===== src/rtl/mem_integrity_pkg.sv =====
// Shared helpers for the memory integrity scoreboard.
package mem_integrity_pkg;

  function automatic int nbytes(input int dw);
    return dw / 8;
  endfunction

  // Saturating +1 for counters up to 32 bits wide
  function automatic logic [31:0] sat_inc(
    input logic [31:0] v,
    input int          w
  );
    logic [31:0] lim;
    lim = (w >= 32) ? '1 : ((32'd1 << w) - 32'd1);
    return (v >= lim) ? lim : v + 32'd1;
  endfunction

endpackage


===== src/rtl/mem_integrity_rdpipe.sv =====
// RD_LAT-deep delay line for captured read entries.
// Async reset, sync flush, pass-through when RD_LAT is 0.
module mem_integrity_rdpipe
  import mem_integrity_pkg::*;
#(
  parameter int  RD_LAT = 1,
  parameter type T      = logic
) (
  input  logic clk,
  input  logic reset,
  input  logic i_flush,
  input  T     i_d,
  output T     o_q
);

  generate
    if (RD_LAT == 0) begin : g_bypass
      logic w_unused;
      assign w_unused = &{1'b0, clk, reset, i_flush};
      assign o_q = i_d;
    end else begin : g_pipe
      T r_q [RD_LAT];

      always_ff @(posedge clk or posedge reset) begin
        if (reset) begin
          for (int i = 0; i < RD_LAT; i++) r_q[i] <= '0;
        end else if (i_flush) begin
          for (int i = 0; i < RD_LAT; i++) r_q[i] <= '0;
        end else begin
          r_q[0] <= i_d;
          for (int i = 1; i < RD_LAT; i++) r_q[i] <= r_q[i-1];
        end
      end

      assign o_q = r_q[RD_LAT-1];
    end
  endgenerate

endmodule


===== src/rtl/mem_integrity_scoreboard.sv =====
// Shadow-memory read checker with per-byte valid bits.
// Define MEM_INTEGRITY_ERRLOG_EN to add the first-mismatch log ports.
module mem_integrity_scoreboard
  import mem_integrity_pkg::*;
#(
  parameter int ADDR_W = 4,
  parameter int DATA_W = 32,
  parameter int RD_LAT = 1,
  parameter int CNT_W  = 16
) (
  input  logic                clk,
  input  logic                reset,
  input  logic                clear,
  input  logic                chk_en,
  input  logic                write,
  input  logic [DATA_W/8-1:0] wbe,
  input  logic [DATA_W-1:0]   wdata,
  input  logic                read,
  input  logic [ADDR_W-1:0]   addr,
  input  logic [DATA_W-1:0]   rdata,
  output logic                err_mismatch,
  output logic                err_uninit,
  output logic [CNT_W-1:0]    mismatch_cnt,
  output logic [CNT_W-1:0]    uninit_cnt
`ifdef MEM_INTEGRITY_ERRLOG_EN
  ,
  output logic                err_valid,
  output logic [ADDR_W-1:0]   err_addr,
  output logic [DATA_W-1:0]   err_exp,
  output logic [DATA_W-1:0]   err_act
`endif
);

  localparam int NB    = nbytes(DATA_W);
  localparam int DEPTH = 2 ** ADDR_W;

  typedef struct packed {
    logic              valid;
`ifdef MEM_INTEGRITY_ERRLOG_EN
    logic [ADDR_W-1:0] addr;
`endif
    logic [DATA_W-1:0] exp;
    logic [NB-1:0]     vmask;
  } entry_t;

  logic [DATA_W-1:0] r_mem [DEPTH];
  logic [NB-1:0]     r_vld [DEPTH];
  logic              r_mis;
  logic              r_uni;
  logic [CNT_W-1:0]  r_mis_cnt;
  logic [CNT_W-1:0]  r_uni_cnt;
  entry_t            w_in;
  entry_t            w_out;
  logic              w_mis;
  logic              w_uni;

  // Data bytes need no reset; the valid bits decide what is compared
  always_ff @(posedge clk) begin
    for (int b = 0; b < NB; b++) begin
      if (write && wbe[b]) r_mem[addr][b*8 +: 8] <= wdata[b*8 +: 8];
    end
  end

  always_ff @(posedge clk or posedge reset) begin
    if (reset) begin
      for (int i = 0; i < DEPTH; i++) r_vld[i] <= '0;
    end else if (clear) begin
      for (int i = 0; i < DEPTH; i++) r_vld[i] <= '0;
    end else if (write) begin
      r_vld[addr] <= r_vld[addr] | wbe;
    end
  end

  always_comb begin
    w_in       = '0;
    w_in.valid = read & chk_en;
    w_in.exp   = r_mem[addr];
    w_in.vmask = r_vld[addr];
`ifdef MEM_INTEGRITY_ERRLOG_EN
    w_in.addr  = addr;
`endif
  end

  mem_integrity_rdpipe #(
    .RD_LAT (RD_LAT),
    .T      (entry_t)
  ) u_rdpipe (
    .clk     (clk),
    .reset   (reset),
    .i_flush (clear),
    .i_d     (w_in),
    .o_q     (w_out)
  );

  always_comb begin
    w_mis = 1'b0;
    w_uni = 1'b0;
    if (w_out.valid) begin
      for (int b = 0; b < NB; b++) begin
        if (!w_out.vmask[b]) begin
          w_uni = 1'b1;
        end else if (rdata[b*8 +: 8] !== w_out.exp[b*8 +: 8]) begin
          w_mis = 1'b1;
        end
      end
    end
  end

  always_ff @(posedge clk or posedge reset) begin
    if (reset) begin
      r_mis     <= 1'b0;
      r_uni     <= 1'b0;
      r_mis_cnt <= '0;
      r_uni_cnt <= '0;
    end else if (clear) begin
      r_mis     <= 1'b0;
      r_uni     <= 1'b0;
      r_mis_cnt <= '0;
      r_uni_cnt <= '0;
    end else begin
      r_mis <= w_mis;
      r_uni <= w_uni;
      if (w_mis)
        r_mis_cnt <= CNT_W'(sat_inc(32'(r_mis_cnt), CNT_W));
      if (w_uni)
        r_uni_cnt <= CNT_W'(sat_inc(32'(r_uni_cnt), CNT_W));
    end
  end

  assign err_mismatch = r_mis;
  assign err_uninit   = r_uni;
  assign mismatch_cnt = r_mis_cnt;
  assign uninit_cnt   = r_uni_cnt;

`ifdef MEM_INTEGRITY_ERRLOG_EN
  logic              r_log_vld;
  logic [ADDR_W-1:0] r_log_addr;
  logic [DATA_W-1:0] r_log_exp;
  logic [DATA_W-1:0] r_log_act;

  // Only the first mismatch since reset/clear is kept
  always_ff @(posedge clk or posedge reset) begin
    if (reset) begin
      r_log_vld  <= 1'b0;
      r_log_addr <= '0;
      r_log_exp  <= '0;
      r_log_act  <= '0;
    end else if (clear) begin
      r_log_vld  <= 1'b0;
      r_log_addr <= '0;
      r_log_exp  <= '0;
      r_log_act  <= '0;
    end else if (w_mis && !r_log_vld) begin
      r_log_vld  <= 1'b1;
      r_log_addr <= w_out.addr;
      r_log_exp  <= w_out.exp;
      r_log_act  <= rdata;
    end
  end

  assign err_valid = r_log_vld;
  assign err_addr  = r_log_addr;
  assign err_exp   = r_log_exp;
  assign err_act   = r_log_act;
`endif

endmodule


===== config.mk =====
export PLATFORM = sky130hd
export DESIGN_NAME = mem_integrity_scoreboard
export DESIGN_NICKNAME = d
export VERILOG_FILES = /design/src/rtl/mem_integrity_pkg.sv /design/src/rtl/mem_integrity_rdpipe.sv /design/src/rtl/mem_integrity_scoreboard.sv
export SDC_FILE = /design/constraint.sdc
export NUM_CORES = 1
export LEC_CHECK = 0
export CORE_MARGIN = 2
export CORE_UTILIZATION = 40
export CTS_CLUSTER_SIZE = 25
export DETAILED_ROUTE_END_ITERATION = 7
export PLACE_DENSITY = 0.6
export RECOVER_POWER = 25
export SLEW_MARGIN = 15
export SYNTH_ARGS = -nofsm -noshare
export SYNTH_HDL_FRONTEND = slang
export SYNTH_SLANG_ARGS = --single-unit
export TNS_END_PERCENT = 5

===== constraint.sdc =====
create_clock -name clk -period 5.15 [get_ports clk]
set_input_delay 0.7725 -clock clk [delete_from_list [all_inputs] [get_ports clk]]
set_output_delay 0.7725 -clock clk [all_outputs]
set_load 0.005 [all_outputs]

==> results.md, run 1 <==
* Status: finished, final reports clean
* Share of layout cells above drive strength 1 at 0.230
* Proportion of synthesized area in mux cells at 0.156
* Leading area contributor after synthesis: edfxtp_1
* Ys flop type: edfxtp_1
* Worst Path Arrival at 3.43 ns
* Pwr per Cell Area at 368 nW/um2
* Sequential power share at 0.518
* Unrepaired setup endpoints after global routing: no
* Final critical-path share of the clock period at 0.573
* Hold path start: mismatch_cnt[14]
* Slew at the pin closest to its max-slew limit at 0.981 ns
* Drt initial violations at 1372
* Antenna violations before repair at 2
* Drt first pass iters at 6
* Seq/Total Area, Yosys at 0.719
* Place WS at 1.51 ns
* Die H at 259 um
* Row count at 93
* Starting density of the core at 0.404
* Setup ws final at 2.20 ns
* Gr ovfl total at 0
* CTS max path bufs at 3
* Startpoint Class: input pin
* Post-Synthesis Cells at 1364
* Largest net degree at the start of global routing at 82
* Final WL at 60000 um
* Max_slew headroom at 0.342
* Most common cell after layout, fill and taps aside: edfxtp_1
* Post-CTS setup buffers at 0
* PortBufs at 111
* Fillers at 5430
* Worst min path class: flip-flop to flip-flop
* Clock Tree Root: clkbuf_16
* Wirelength per Cell at 25.0 um
* Ys Warns at 0
* DRC at 0
* Comb pwr share at 0.052
* Skew-Pair Late Insertion Delay at 0.61 ns
* Commonest non-fill, non-tap cells in the layout: 512 x edfxtp_1, 180 x mux4_2, 135 x dfrtp_1
* R2R cell count at 7
* TritonCTS clock tree: yes
* Clock skew at 0.0265 ns
* Mapped Area at 26100 um2
* Internal power at 8.82 mW
* Max VDD drop at 213 uV
* Clock tree sinks at 647
* CP startpoint: addr[0]
* Routed vias/inst at 5.53
* Power share of the clock group at 0.431
* GR Util All Layers at 0.182
* Reg-to-Reg Start: u_rdpipe.o_q[32]
* TritonCTS Buffers at 70
* Avg Cell Area, Syn at 19.1 um2
* CORE AREA at 64500 um2
* Critical path endpoint category: flip-flop
* Largest family of logic cells by synthesized area: multiplexers
* Compound-cell area share of the yosys netlist at 0.0451
* Io pins at 112
* H-tree Lvls at 3
* Slew Viols, Final at 0
* CP Max Fanout at 81
* Yosys cell types at 41
* Sw Share at 0.208
* Die X-Extent at 259 um
* Area grow syn2layout at 16.0%
* Placer Congestion at 0.774
* Antenna viol nets, final at 0
* Minimum clock period at 2.95 ns
* Cts hold-fix bufs at 0
* Worst Hold Depth at 1
* Post-Synth Adder-Cell Area at 0.000960
* Vias in the first global route at 13800
* Die ar. at 67200 um2
* Detailed Place HPWL at 36600 um
* Fin Setup TNS at 0 ns
* First-pass GRT wire length at 90700 um
* Final hold vios at 0
* Synth Area in XOR/XNOR at 0.0107
* CP Data Required Time at 5.63 ns
* Post-synth EDFFs at 512
* Synth top area share at 0.590
* Post-Syn Nets at 1444
* Leakage at 10.1 nW
* # diodes at 0
* MaxCap Viol Count at 0
* CTS clk-pin slew, worst paths at 0.06 ns
* Fmax achieved at 0.339 GHz
* Post-synth ARST share at 0.209
* Top area cells in the synthesized netlist: edfxtp_1 59%, mux4_2 16%, dfrtp_1 13%, and2_1 2.5%, o21ai_0 1.4%
* Final net count at 1571
* P_sw at 2.32 mW
* Yosys reg bits at 647
* Simple-gate share of the synthesized area at 0.0496
* Post-CTS sizing at 0
* Vias at 13300
* Crit Path Class: input pin to flip-flop
* Final setup fails at 0
[state kept, by name (all words and copies together), names as in the netlist]
name and cells:
err_mismatch 1, err_uninit 1, r_mem 512, uninit_cnt 16, r_vld 64, u_rdpipe.o_q 37
mismatch_cnt 16
[power by group through the flow]
stage / sequential [mW] / clock [mW] / combinational (mW)
2_1_floorplan: 5.86 / 0 / 0.363
3_3_place_gp: 5.87 / 0 / 0.579
3_5_place_dp: 5.87 / 0 / 0.589
4_1_cts: 5.77 / 4.90 / 0.590
5_1_grt: 5.77 / 5.11 / 0.624
6_report: 5.77 / 4.80 / 0.575
[stage by stage]
| stage | power [mW] | instance area, um2 | utilization | cells | hold slack, ns |
|---|---|---|---|---|---|
| finish | 11.1 | 30200 | 0.469 | 2399 | 0.534 |
| global placement | 6.45 | 28100 | 0.435 | 2274 | 0.509 |
| detailed placement | 6.46 | 28100 | 0.435 | 2274 | 0.516 |
| floorplan | 6.22 | 26100 | - | 1364 | 0.505 |
| global route | 11.5 | 30200 | 0.469 | 2399 | 0.555 |
| CTS | 11.3 | 30200 | 0.469 | 2399 | 0.531 |
[critical path: stages]
cell and delay [ns]:
buf_8 0.65, buf_4 0.65, mux4_2 0.59, mux4_2 0.47, and2_1 0.17
[per-layer routing]
layer | routed length, um | global-route usage | vias to the layer above
li1 | - | - | 5749
met1 | 26000 | 0.250 | 7059
met2 | 29900 | 0.300 | 395
met3 | 3350 | 0.0362 | 61
met4 | 796 | 0.0431 | 0
met5 | 0 | 0 | -
[cell usage after synthesis (all sizes together) (5+ instances only)]
master / instances
nand2: 11
nand4: 15
edfxtp: 512
a311oi: 15
nor2: 32
nor3: 11
and2: 105
nand3: 15
xnor2: 32
and4: 9
a41oi: 6
buf: 40
inv: 5
clkbuf: 46
a31oi: 7
mux4: 180
dfrtp: 135
o21ai: 74
and3: 11
a21oi: 82
[final timing paths]
kind	end	slack (ns)
setup / recovery	u_rdpipe.o_q[30]	2.20
hold / removal	mismatch_cnt[14]	0.53
setup reg to reg	mismatch_cnt[10]	2.65
hold reg to reg	mismatch_cnt[14]	0.53
max in group asynchronous	u_rdpipe.o_q[6]	3.42
min in group asynchronous	mismatch_cnt[4]	0.72
[area by class of cell]
cell class,count,area (um2),share of cell area
timing repair buffer,141,1340,0.0441
tap,855,1070,0.0354
clock buffer,97,1970,0.0650
inverter,5,23.8,0.000786
multi-input combinational,626,6870,0.227
clock inverter,28,231,0.00765
sequential,647,18800,0.620
[cell families (layout without fill, tap and decap cells)]
kind of cell / after synthesis / in the layout
mux: 182 / 182
buf+inv: 91 / 271
xor+xnor: 32 / 32
flops: 647 / 647
simple gates: 219 / 219
fa+ha+maj: 2 / 2
compound gates: 191 / 191
No activity file was read; power rests on OpenSTA's default activity.
==> run 2, diff against run 1 <==
- PLACE_DENSITY: 0.6 -> 0.62
- clock period: 5.15 -> 2.48 ns (I/O delays scaled with it)
==> results.md, run 2 (synthesis results as in run 1) <==
* Status: complete, but fails checks (was finished, final reports clean)
* Failing checks: max-capacitance violations, max-slew violations
* Slew at the pin closest to its max-slew limit at 1.53 ns (was 0.981 ns)
* Setup ws final at 0.181 ns (was 2.20 ns)
* Wirelength per Cell at 23.5 um (was 25.0 um)
* TritonCTS Buffers at 71 (was 70)
* Worst Path Arrival at 2.75 ns (was 3.43 ns)
* Finished Core Util at 0.499 (was 0.469)
* R2R cell count at 10 (was 7)
* Biggest register: r_mem (unchanged)
* Vias in the first global route at 14300 (was 13800)
* Placed Cells at 2394 (was 2274)
* Final WL at 59400 um (was 60000 um)
* Place WS at -0.308 ns (was 1.51 ns)
* PortBufs at 111 (unchanged)
* First-pass GRT wire length at 90700 um (about the same)
* GR Util All Layers at 0.181 (was 0.182)
* Die H at 259 um (unchanged)
* Detailed Place HPWL at 38900 um (was 36600 um)
* Die X-Extent at 259 um (unchanged)
* Final setup fails at 0 (unchanged)
* Drt initial violations at 1118 (was 1372)
* CTS clk-pin slew, worst paths at 0.06 ns (about the same)
* Commonest non-fill, non-tap cells in the layout: 512 x edfxtp_1, 180 x mux4_2, 134 x dfrtp_1 (was 512 x edfxtp_1, 180 x mux4_2, 135 x dfrtp_1)
* CTS max path bufs at 3 (unchanged)
* FF/Latch Area at 18800 um2 (about the same)
* Clock Tree Root: clkbuf_16 (unchanged)
* Minimum clock period at 2.30 ns
* Antenna viol nets, final at 0 (unchanged)
* Final critical-path share of the clock period at 0.927
* Share of layout cells above drive strength 1 at 0.285 (was 0.230)
* Largest net degree at the start of global routing at 36 (was 82)
* Worst min path class: input pin to flip-flop (was flip-flop to flip-flop)
* CP Data Required Time at 2.93 ns (was 5.63 ns)
* Post-Layout Cell Count at 2528 (was 2399)
* Startpoint Class: flip-flop (was input pin)
* Routed vias/inst at 5.47 (was 5.53)
* Final hold vios at 0 (unchanged)
* Slew Viols, Final at 22 (was 0)
* Worst Hold Depth at 2 (was 1)
* Crit Path Class: flip-flop to flip-flop (was input pin to flip-flop)
* Drt first pass iters at 5 (was 6)
* Row count at 93 (unchanged)
* Io pins at 112 (unchanged)
* Post-CTS setup buffers at 0 (unchanged)
* Placer Congestion at 0.794 (was 0.774)
* Max_slew headroom at -0.0263 (was 0.342)
* Antenna violations before repair at 3 (was 2)
* MaxCap Viol Count at 1 (was 0)
* Clock skew at 0.0183 ns (was 0.0265 ns)
* Leakage at 11.0 nW (was 10.1 nW)
* Critical path endpoint category: flip-flop (unchanged)
* Most common cell after layout, fill and taps aside: edfxtp_1 (unchanged)
* Clock tree sinks at 647 (unchanged)
* TritonCTS clock tree: yes (unchanged)
* Fmax achieved at 0.435 GHz
* Max reg flops at 512 (unchanged)
* Vias at 13800 (was 13300)
* Final net count at 1693 (was 1571)
* CORE AREA at 64500 um2 (unchanged)
* Gr ovfl total at 0 (unchanged)
* Area grow syn2layout at 23.5% (was 16.0%)
* Max VDD drop at 649 uV (was 213 uV)
* Die ar. at 67200 um2 (unchanged)
* Skew-Pair Late Insertion Delay at 0.61 ns (about the same)
* CP Max Fanout at 8 (was 81)
* Fin Setup TNS at 0 ns (unchanged)
* Power Total at 23.4 mW (was 11.1 mW)
* Multi-input logic area at 6880 um2 (was 6870 um2)
* DRC at 0 (unchanged)
* Starting density of the core at 0.404 (unchanged)
* H-tree Lvls at 3 (unchanged)
* Fillers at 5243 (was 5430)
* Pwr per Cell Area at 726 nW/um2 (was 368 nW/um2)
==> run 2: changes by cell type in the layout (fill, tap and decap cells not counted), sizes merged, moves of 3 or more <==
cell / change
clkdlybuf4s50: +4
buf: +117
clkinvlp: +7
clkbuf: +3
dlygate4sd3: -4
==> run 2: power breakdown <==
part           total (mW)  switching (mW)  internal [mW]
logic                1.35           0.687          0.658
clock network        10.1            4.18           5.87
registers            12.0          0.0734           11.9
total                23.4            4.94           18.4
==> run 2: worst paths after layout <==
check                            startpoint                to  slack [ns]
min in group asynchronous             reset  u_rdpipe.o_q[34]        0.59
hold / removal                       chk_en  u_rdpipe.o_q[36]        0.39
setup / recovery           u_rdpipe.o_q[14]   mismatch_cnt[8]        0.18
hold reg to reg              uninit_cnt[11]    uninit_cnt[11]        0.54
setup reg to reg           u_rdpipe.o_q[14]   mismatch_cnt[8]        0.18
max in group asynchronous             reset          r_vld[3]        0.44
==> run 2: final cells by class <==
type | instances | share of cell area
antenna | 1 | 0.0000777
inverter | 5 | 0.000622
multi-input combinational | 626 | 0.214
timing repair buffer | 262 | 0.100
clock buffer | 98 | 0.0619
tap | 855 | 0.0332
sequential | 647 | 0.583
clock inverter | 34 | 0.00777
==> run 2: timing repair <==
item,in CTS,in global routing
hold buffers,0,0
hold endpoints to repair,0,0
endpoints found under the setup margin,0,14
gates resized for setup,0,5
==> run 2: critical path, cell delays in order, from the launching register on <==
cell and delay [ns]:
dfrtp_2 0.45, xnor2_1 0.18, nand4_1 0.25, buf_4 0.24
o21ai_2 0.13, buf_4 0.15, a41oi_2 0.12, buf_4 0.21
buf_4 0.14, a41oi_1 0.20, a311oi_1 0.08
==> run 2: metal layers <==
metal	track usage	up-vias	share of wire
li1	-	6021	-
met1	0.248	7242	0.42
met2	0.295	477	0.49
met3	0.0402	84	0.063
met4	0.0479	4	0.020
met5	0	-	0.00050
==> run 2: per-stage QoR <==
step / cell area, um2 / hold slack, ns
finish: 32200 / 0.389
global route: 32200 / 0.364
CTS: 32200 / 0.253
detailed placement: 29900 / 0.529
global placement: 29900 / 0.530
floorplan: 26100 / 0.471
==> run 3, diff against run 2 <==
- CTS_BUF_LIST: default -> sky130_fd_sc_hd__clkbuf_2 sky130_fd_sc_hd__clkbuf_4 sky130_fd_sc_hd__clkbuf_8
- SLEW_MARGIN: 15 -> default
==> results.md, run 3 (synthesis results as in run 1) <==
* Status: complete, but fails checks (unchanged)
* Failing checks: max-capacitance violations, max-slew violations (unchanged)
* GRT busiest layer: met2 (unchanged)
* CP dominant cell by count: buf_4 (unchanged)
* Commonest non-fill, non-tap cells in the layout: 512 x edfxtp_1, 180 x mux4_2, 134 x dfrtp_1 (unchanged)
* Critical path's slowest cell: dfrtp_2 (unchanged)
* Die ar. at 67200 um2 (unchanged)
* M3 GR Usage at 0.0437 (was 0.0402)
* Fmax achieved at 0.441 GHz (was 0.435 GHz)
* Routed vias/inst at 5.39 (was 5.47)
* Most common cell after layout, fill and taps aside: edfxtp_1 (unchanged)
* Row count at 93 (unchanged)
* Sw Share at 0.214 (was 0.211)
* CTS max path bufs at 3 (unchanged)
* Worst min path class: input pin to flip-flop (unchanged)
* Share of layout cells above drive strength 1 at 0.322 (was 0.285)
* Leakage at 11.1 nW (was 11.0 nW)
* First-pass GRT wire length at 90700 um (about the same)
* Slew Viols, Final at 22 (unchanged)
* Final Cell Area at 32200 um2 (about the same)
* H-tree Lvls at 3 (unchanged)
* Critical-path cell list: xnor2_1 > nand4_1 > buf_4 > o21ai_2 > buf_4 > a41oi_2 > buf_4 > buf_4 > a41oi_1 > a311oi_1 (unchanged)
* Clock skew at 0.0307 ns (was 0.0183 ns)
* Max_slew headroom at -0.0376 (was -0.0263)
* Startpoint Class: flip-flop (unchanged)
* Antenna viol nets, final at 0 (unchanged)
* GR Util All Layers at 0.181 (about the same)
* CORE AREA at 64500 um2 (unchanged)
* DRC at 0 (unchanged)
* Max incr delay on CP at 0.45 ns (about the same)
* Die X-Extent at 259 um (unchanged)
* Vias in the first global route at 14600 (was 14300)
* Sequential power share at 0.519 (was 0.512)
* Skew-Pair Late Insertion Delay at 0.71 ns (was 0.61 ns)
* Crit Path Class: flip-flop to flip-flop (unchanged)
* CTS clk-pin slew, worst paths at 0.06 ns (about the same)
* Comb pwr share at 0.058 (about the same)
* Largest net degree at the start of global routing at 36 (unchanged)
* Max VDD drop at 528 uV (was 649 uV)
* Met2 Track Usage GR at 0.294 (was 0.295)
* Clock tree sinks at 647 (unchanged)
* Drt first pass iters at 5 (unchanged)
* Worst Hold Depth at 2 (unchanged)
* TritonCTS clock tree: yes (unchanged)
* Post-CTS setup buffers at 0 (unchanged)
* Gr ovfl total at 0 (unchanged)
* Vias at 14000 (was 13800)
* Final net count at 1724 (was 1693)
* Final WL at 59600 um (was 59400 um)
* Unrepaired setup endpoints after global routing: no
* Placer Congestion at 0.794 (unchanged)
* CP Data Required Time at 3.03 ns (was 2.93 ns)
* Wirelength per Cell at 23.0 um (was 23.5 um)
* Detailed Place HPWL at 38900 um (unchanged)
* Final critical-path share of the clock period at 0.915 (was 0.927)
* Minimum clock period at 2.27 ns (was 2.30 ns)
* Io pins at 112 (unchanged)
* CP Max Fanout at 8 (unchanged)
* Internal power at 18.2 mW (was 18.4 mW)
* R2R cell count at 10 (unchanged)
* Drt initial violations at 1159 (was 1118)
* Final setup fails at 0 (unchanged)
* Antenna violations before repair at 4 (was 3)
* Max reg flops at 512 (unchanged)
* Pwr per Cell Area at 717 nW/um2 (was 726 nW/um2)
* Critical path endpoint category: flip-flop (unchanged)
* Biggest register: r_mem (unchanged)
* Power share of the clock group at 0.423 (was 0.430)
* Clock Tree Root: clkbuf_8 (was clkbuf_16)
* Met1 GRT Util at 0.245 (was 0.248)
* Placed Area at 29900 um2 (unchanged)
* P_sw at 4.93 mW (was 4.94 mW)
* MaxCap Viol Count at 1 (unchanged)
* Starting density of the core at 0.404 (unchanged)
* TritonCTS Buffers at 102 (was 71)
* Final hold vios at 0 (unchanged)
* PortBufs at 111 (unchanged)
* Area grow syn2layout at 23.5% (about the same)
* Worst Path Arrival at 2.82 ns (was 2.75 ns)
* Fin Setup TNS at 0 ns (unchanged)
* Die H at 259 um (unchanged)
* Slew at the pin closest to its max-slew limit at 1.55 ns (was 1.53 ns)
-- run 3: timing repair --
| item | 4_1_cts | 5_1_grt |
|---|---|---|
| gates resized for setup | 0 | 5 |
| setup endpoints to repair | 0 | 11 |
| hold buffers | 0 | 0 |
-- run 3: area by class of cell --
class / instances / area [um2]
Antenna cell: 2 / 5.00
Clock buffer: 146 / 1820
Clock inverter: 46 / 445
Fill cell: 5257 / 32300
Inverter: 5 / 20.0
Multi-Input combinational cell: 626 / 6880
Sequential cell: 647 / 18800
Tap cell: 855 / 1070
Timing Repair Buffer: 262 / 3210
-- run 3: metrics by stage --
stage	hold slack [ns]	total power, mW	instances	util	setup WS, ns
CTS	0.133	23.4	2586	0.500	0.0407
global route	0.239	23.9	2588	0.500	0.0164
floorplan	0.471	12.9	1364	-	0.143
finish	0.282	23.1	2589	0.500	0.211
global placement	0.530	13.5	2394	0.464	-0.271
detailed placement	0.529	13.6	2394	0.464	-0.308
-- run 3: critical path: cells and delay by family, from the launching register on --
family,cells,cell delay (ns)
flops,1,0.45
buf+inv,4,0.74
xor+xnor,1,0.18
compound gates,4,0.52
simple gates,1,0.26
-- run 3: routing by layer --
metal / vias to the layer above / part of all wire
met5: - / 0.00050
li1: 6090 / -
met4: 4 / 0.019
met3: 82 / 0.070
met2: 494 / 0.49
met1: 7282 / 0.42
-- run 3: power by group through the flow --
stage | logic [mW] | clock network [mW] | registers (mW)
final | 1.34 | 9.77 | 12.0
after CTS | 1.38 | 10.0 | 12.0
after global routing | 1.46 | 10.5 | 12.0
after detailed placement | 1.37 | 0 | 12.2
after floorplan | 0.755 | 0 | 12.2
after global placement | 1.35 | 0 | 12.2
-- run 3: final timing paths --
path	start	to	slack [ns]
max	u_rdpipe.o_q[14]	mismatch_cnt[8]	0.21
min	chk_en	u_rdpipe.o_q[36]	0.28
max reg2reg	u_rdpipe.o_q[14]	mismatch_cnt[8]	0.21
min reg2reg	uninit_cnt[11]	uninit_cnt[11]	0.54
max in group asynchronous	reset	r_vld[7]	0.41
min in group asynchronous	reset	u_rdpipe.o_q[35]	0.50
